### src/rtl/rvh_l1d_pkg.sv
// ----------------------------------------------------------------------------
// rvh_l1d_pkg
// Shared encodings for the L1D snoop line-state writer:
//   - MESI line-state encoding (I/S/E/M)
//   - snoop request type encoding
//   - snoop FSM state encoding
//   - L1D bank set-index width
// ----------------------------------------------------------------------------
package rvh_l1d_pkg;

    localparam int L1D_BANK_SET_INDEX_WIDTH = 6;
    localparam int L1D_BANK_WAY_NUM         = 4;

    typedef enum logic [1:0] {
        MESI_I = 2'd0,
        MESI_S = 2'd1,
        MESI_E = 2'd2,
        MESI_M = 2'd3
    } mesi_e;

    // Encoding 3 is reserved and behaves like a probe.
    typedef enum logic [1:0] {
        SNP_INV       = 2'd0,
        SNP_SHARE     = 2'd1,
        SNP_NOP_PROBE = 2'd2,
        SNP_RSVD      = 2'd3
    } snp_type_e;

    typedef enum logic [1:0] {
        SNP_ST_IDLE   = 2'd0,
        SNP_ST_LOOKUP = 2'd1,
        SNP_ST_UPDATE = 2'd2,
        SNP_ST_RESP   = 2'd3
    } snp_fsm_e;

endpackage

### src/rtl/rvh_l1d_snp_mesi_next.sv
// ----------------------------------------------------------------------------
// rvh_l1d_snp_mesi_next
// Purely combinational snoop decode: given the snoop type and the current
// MESI state of the target line, produce the post-snoop state and the
// response flags.
// Ports:
//   snp_type_i    : snoop type (INV / SHARE / NOP_PROBE, 3 = NOP_PROBE)
//   cur_state_i   : current MESI state of the line
//   next_state_o  : MESI state after the snoop
//   had_line_o    : line was valid (state != I)
//   dirty_o       : line was modified (state == M)
// ----------------------------------------------------------------------------
module rvh_l1d_snp_mesi_next
    import rvh_l1d_pkg::*;
(
    input  logic [1:0] snp_type_i,
    input  logic [1:0] cur_state_i,
    output logic [1:0] next_state_o,
    output logic       had_line_o,
    output logic       dirty_o
);

    always_comb begin
        next_state_o = cur_state_i;
        case (snp_type_i)
            SNP_INV: begin
                next_state_o = MESI_I;
            end
            SNP_SHARE: begin
                // Only exclusive owners are downgraded; S and I stay put.
                if ((cur_state_i == MESI_E) || (cur_state_i == MESI_M)) begin
                    next_state_o = MESI_S;
                end
            end
            default: begin
                next_state_o = cur_state_i;
            end
        endcase
    end

    assign had_line_o = (cur_state_i != MESI_I);
    assign dirty_o    = (cur_state_i == MESI_M);

endmodule

### src/rtl/rvh_l1d_lst_snp_wr.sv
// ----------------------------------------------------------------------------
// rvh_l1d_lst_snp_wr
// Snoop-side line-state-table (LST) updater for one L1D bank. Accepts one
// snoop at a time, reads the target way's MESI state, writes the post-snoop
// state back through a dedicated LST write port (yielding to the pipeline's
// s0 write), and returns the previous state in a response.
// Ports:
//   clk, rstn                      : clock, async active-low reset
//   snp_req_*                      : snoop request handshake + set/way/type
//   lst_rd_idx_snp / lst_rd_dat_snp: LST read port (combinational data)
//   lst_mesi_wr_*_s0_req           : pipeline-side LST write (has priority)
//   lst_mesi_wr_*_snp              : snoop-side LST write port
//   snp_resp_*                     : response handshake + prev state/flags
// ----------------------------------------------------------------------------
module rvh_l1d_lst_snp_wr
    import rvh_l1d_pkg::*;
#(
    parameter int SET_IDX_W = L1D_BANK_SET_INDEX_WIDTH,
    parameter int WAY_NUM   = L1D_BANK_WAY_NUM
) (
    input  logic                   clk,
    input  logic                   rstn,

    input  logic                   snp_req_valid,
    output logic                   snp_req_ready,
    input  logic [SET_IDX_W-1:0]   snp_req_set_idx,
    input  logic [1:0]             snp_req_way_idx,
    input  logic [1:0]             snp_req_type,

    output logic [SET_IDX_W-1:0]   lst_rd_idx_snp,
    input  logic [2*WAY_NUM-1:0]   lst_rd_dat_snp,

    input  logic                   lst_mesi_wr_en_s0_req,
    input  logic [SET_IDX_W-1:0]   lst_mesi_wr_set_idx_s0_req,
    input  logic [1:0]             lst_mesi_wr_way_idx_s0_req,

    output logic                   lst_mesi_wr_en_snp,
    output logic [SET_IDX_W-1:0]   lst_mesi_wr_set_idx_snp,
    output logic [1:0]             lst_mesi_wr_way_idx_snp,
    output logic [1:0]             lst_mesi_wr_dat_snp,

    output logic                   snp_resp_valid,
    input  logic                   snp_resp_ready,
    output logic [1:0]             snp_resp_prev_state,
    output logic                   snp_resp_had_line,
    output logic                   snp_resp_dirty
);

    snp_fsm_e               state_q;
    logic [SET_IDX_W-1:0]   set_q;
    logic [1:0]             way_q;
    logic [1:0]             type_q;
    logic [1:0]             prev_q;
    logic [1:0]             next_q;
    logic                   had_line_q;
    logic                   dirty_q;

    // Split the LST read word into per-way states.
    logic [1:0] way_state [WAY_NUM];
    for (genvar gi = 0; gi < WAY_NUM; gi++) begin : g_way_split
        assign way_state[gi] = lst_rd_dat_snp[2*gi +: 2];
    end

    logic [1:0] cur_state;
    logic [1:0] dec_next;
    logic       dec_had_line;
    logic       dec_dirty;

    assign cur_state = way_state[way_q];

    rvh_l1d_snp_mesi_next u_mesi_next (
        .snp_type_i   (type_q),
        .cur_state_i  (cur_state),
        .next_state_o (dec_next),
        .had_line_o   (dec_had_line),
        .dirty_o      (dec_dirty)
    );

    // Pipeline write hitting exactly the line under snoop invalidates any
    // state we have read, so the lookup must be redone.
    logic s0_hit;
    assign s0_hit = lst_mesi_wr_en_s0_req
                  && (lst_mesi_wr_set_idx_s0_req == set_q)
                  && (lst_mesi_wr_way_idx_s0_req == way_q);

    always_ff @(posedge clk or negedge rstn) begin
        if (!rstn) begin
            state_q    <= SNP_ST_IDLE;
            set_q      <= '0;
            way_q      <= '0;
            type_q     <= '0;
            prev_q     <= '0;
            next_q     <= '0;
            had_line_q <= 1'b0;
            dirty_q    <= 1'b0;
        end else begin
            case (state_q)
                SNP_ST_IDLE: begin
                    if (snp_req_valid) begin
                        set_q   <= snp_req_set_idx;
                        way_q   <= snp_req_way_idx;
                        type_q  <= snp_req_type;
                        state_q <= SNP_ST_LOOKUP;
                    end
                end
                SNP_ST_LOOKUP: begin
                    if (!s0_hit) begin
                        prev_q     <= cur_state;
                        next_q     <= dec_next;
                        had_line_q <= dec_had_line;
                        dirty_q    <= dec_dirty;
                        state_q    <= SNP_ST_UPDATE;
                    end
                end
                SNP_ST_UPDATE: begin
                    if (lst_mesi_wr_en_s0_req) begin
                        if (s0_hit) begin
                            state_q <= SNP_ST_LOOKUP;
                        end
                    end else begin
                        state_q <= SNP_ST_RESP;
                    end
                end
                SNP_ST_RESP: begin
                    if (snp_resp_ready) begin
                        state_q <= SNP_ST_IDLE;
                    end
                end
                default: begin
                    state_q <= SNP_ST_IDLE;
                end
            endcase
        end
    end

    // Ready is gated by rstn so it reads 0 while reset is held and 1 as soon
    // as it is released.
    assign snp_req_ready = rstn && (state_q == SNP_ST_IDLE);

    assign lst_rd_idx_snp = set_q;

    // The write enable has to react to the pipeline write in the same cycle,
    // so it is decoded from the registered state rather than registered.
    assign lst_mesi_wr_en_snp      = rstn
                                   && (state_q == SNP_ST_UPDATE)
                                   && !lst_mesi_wr_en_s0_req
                                   && (next_q != prev_q);
    assign lst_mesi_wr_set_idx_snp = set_q;
    assign lst_mesi_wr_way_idx_snp = way_q;
    assign lst_mesi_wr_dat_snp     = next_q;

    assign snp_resp_valid      = (state_q == SNP_ST_RESP);
    assign snp_resp_prev_state = prev_q;
    assign snp_resp_had_line   = had_line_q;
    assign snp_resp_dirty      = dirty_q;

endmodule

### config.mk
export PLATFORM = sky130hd
export DESIGN_NAME = rvh_l1d_lst_snp_wr
export DESIGN_NICKNAME = d
export VERILOG_FILES = /design/src/rtl/rvh_l1d_pkg.sv /design/src/rtl/rvh_l1d_snp_mesi_next.sv /design/src/rtl/rvh_l1d_lst_snp_wr.sv
export SDC_FILE = /design/constraint.sdc
export NUM_CORES = 1
export LEC_CHECK = 0
export BUFFER_PORTS_ARGS = -buffer_cell sky130_fd_sc_hd__buf_2
export CORE_MARGIN = 10
export CORE_UTILIZATION = 47
export DETAILED_ROUTE_END_ITERATION = 12
export GPL_TIMING_DRIVEN = 0
export PLACE_DENSITY_LB_ADDON = 0.25
export SLEW_MARGIN = 20
export SYNTH_ARGS = -nofsm -noshare
export SYNTH_HDL_FRONTEND = slang
export SYNTH_SLANG_ARGS = --single-unit
export TNS_END_PERCENT = 5
### constraint.sdc
create_clock -name clk -period 4.8 [get_ports clk]
set_clock_uncertainty 0.15 [all_clocks]
set_input_delay 0 -clock clk [delete_from_list [all_inputs] [get_ports clk]]
set_output_delay 0 -clock clk [all_outputs]
set_load 0.1 [all_outputs]
==> results.json <==
{
  "synth_top_family_by_area": "multiplexers",
  "crit_path_max_incr_delay_ps": 550,
  "root_buffer": "clkbuf_4",
  "post_cts_resized": 0,
  "syn_area_per_cell_sq_um": 12.1,
  "stdcell_area_sq_um": 1500,
  "grt_use_total_pct": 12.8,
  "start_util_pct": 50.6,
  "netlist_instances": 84,
  "startpoint": "lst_mesi_wr_set_idx_snp[3]$_DFFE_PN0P_",
  "drt-initial-drc-count": 35,
  "final_common_cell": "buf_2",
  "area_growth_pct": 48.1,
  "wl_per_cell_um": 15.5,
  "muxShareOfSynthArea_pct": 20.9,
  "max_cap_violations": 0,
  "ys.warnings.count": 0,
  "clkTransAtPathRegs_ps": 110,
  "critPathBufInv": 1,
  "cts_tree": "done",
  "numCtsBuffers": 3,
  "crit_family": "buffers and inverters",
  "setup_violations": 0,
  "post-route-period-util_pct": 46.2,
  "r2r-start": "lst_mesi_wr_set_idx_snp[3]$_DFFE_PN0P_",
  "drtPass1Iterations": 4,
  "synth_top_area_cell": "dfrtp_1",
  "yosysUniqueCellTypes": 27,
  "globalRoute.totalOverflow": 0,
  "rsz0062_at_grt": "no",
  "hold_violations": 0,
  "ff2ff_path_depth": 5,
  "final_cell_mix": "54 x buf_2, 18 x dfrtp_1, 15 x dlygate4sd3_1",
  "wl_um": 2840,
  "syn_area_sq_um": 1010,
  "cp_slowest_cell": "dlygate4sd3_1",
  "worst_pin_slew_ps": 498,
  "fin_nets": 188,
  "ioPinCount": 54,
  "startpoint_type": "register",
  "routed-via-count": 902,
  "cp_max_fo": 4,
  "drt.antenna.violating_nets": 0,
  "critPathCaptureType": "register",
  "clockBufferDepth": 2,
  "grt_start_max_net_pins": 20,
  "synth.yosys.seq_area_share_pct": 44.5,
  "grt_pass1_wl_um": 4400,
  "slew_headroom_pct": 67.1,
  "grt_pass1_vias": 996,
  "crit_type": "reg2reg",
  "hp-class": "in2async",
  "routabilityCongestion": 0.729,
  "outcome": "finished clean",
  "clock_latency_ps": 300,
  "grt_antenna_before_repair": 0,
  "synth-simple-area-share_pct": 10.9,
  "core_sq_um": 2000,
  "synth-xor-area-share_pct": 8.65,
  "syn-num-nets": 115,
  "rows": 16,
  "dieArea_sq_um": 4410,
  "fin_setup_tns_ps": 0,
  "drive_above_1_share_pct": 53.2,
  "fin_crit_ps": 2220,
  "clock_sinks": 18,
  "drv_slew": 0,
  "die_y_um": 66.4,
  "arrival_ps": 2260,
  "drc_errors": 0,
  "hpwlAfterDp_um": 2100,
  "required_ps": 4850,
  "via_per_inst": 4.93,
  "worstPathCellList": "xor2_1, nor4_4, a31oi_1, o221a_2, dlygate4sd3_1",
  "synthTopCellsByArea": "dfrtp_1 44%, mux2_2 11%, xor2_1 6.1%, buf_4 4.4%, mux2_4 3.0%",
  "synth_top_area_share_pct": 44.5,
  "fmax_mhz": 451,
  "die_x_um": 66.4,
  "ys_ff_latch": 18,
  "synth_compound_area_share_pct": 7.54,
  "num_antenna_cells": 0,
  "crit_cells": 5,
  "cts.htree.levels": 1,
  "synthAdderAreaFrac_pct": 0,
  "io_buffers": 53,
  "placed_area_sq_um": 1310
}
cells by family after synthesis:
logic type | after synthesis
DFF | 18
xor gates and xnor gates | 10
and+or+nand+nor | 19
muxes | 16
buffers and inverters | 12
AOI/OAI and AO/OA | 9
state kept, by name (all words and copies together) (netlist names):
signal and count:
lst_mesi_wr_dat_snp 2, lst_mesi_wr_set_idx_snp 6, lst_mesi_wr_way_idx_snp 2, snp_resp_dirty 1, snp_resp_had_line 1, snp_resp_prev_state 2
state_q 2, type_q 2
synth_stat cells (all sizes together):
library cell	instances
o22ai	1
xor2	7
mux2	12
mux4	2
dfrtp	18
nand2	5
inv	4
mux2i	2
nor2	5
nor4	1
and3	3
a22o	2
a31o	1
nor2b	1
and2	1
xnor2	3
nor3	1
o32ai	1
buf	8
a31oi	2
o221a	1
nand3	2
a2111oi	1
per-stage QoR:
stage               hold WS [ps]  instances  utilization, %  setup slack (ps)
floorplan                   -446         84               -               167
global placement            -195        164            65.6              2970
detailed placement          -189        164            65.6              2970
CTS                         17.6        183            74.9              2580
global route                45.4        183            74.9              2440
finish                      19.7        183            74.9              2580
path summary, 6_finish.rpt:
path,slack [ps],to
worst min-delay path,20,type_q[0]$_DFFE_PN0P_
worst max-delay path,2580,state_q[1]$_DFFE_PN0P_
worst min register to register,380,snp_resp_dirty$_DFFE_PN0P_
min in group clk,60,snp_resp_prev_state[1]$_DFFE_PN0P_
max in group asynchronous,4190,snp_resp_prev_state[0]$_DFFE_PN0P_
worst max register to register,2580,state_q[1]$_DFFE_PN0P_
layer usage:
| layer | global-route usage, % | share of wire (%) | vias up |
|---|---|---|---|
| met4 | 5.50 | 1.7 | 0 |
| met5 | 0 | 0 | - |
| met1 | 13.3 | 40 | 425 |
| met3 | 3.90 | 6.6 | 5 |
| li1 | - | - | 438 |
| met2 | 23.1 | 52 | 34 |
timing repair:
| action | CTS | global route |
|---|---|---|
| endpoints found under the hold margin | 30 | 0 |
| setup buffers | 0 | 0 |
| hold buffers | 15 | 0 |
final cells by class:
class,instances,area [sq um]
multi-input combinational,54,487
sequential,18,450
tap,27,33.8
inverter,4,15.0
fill,155,503
buffer,8,61.3
timing repair buffer,68,415
clock buffer,4,36.3
Power is not shown: default switching activity piles up to over one toggle a cycle in this logic, so the estimate is an artifact.
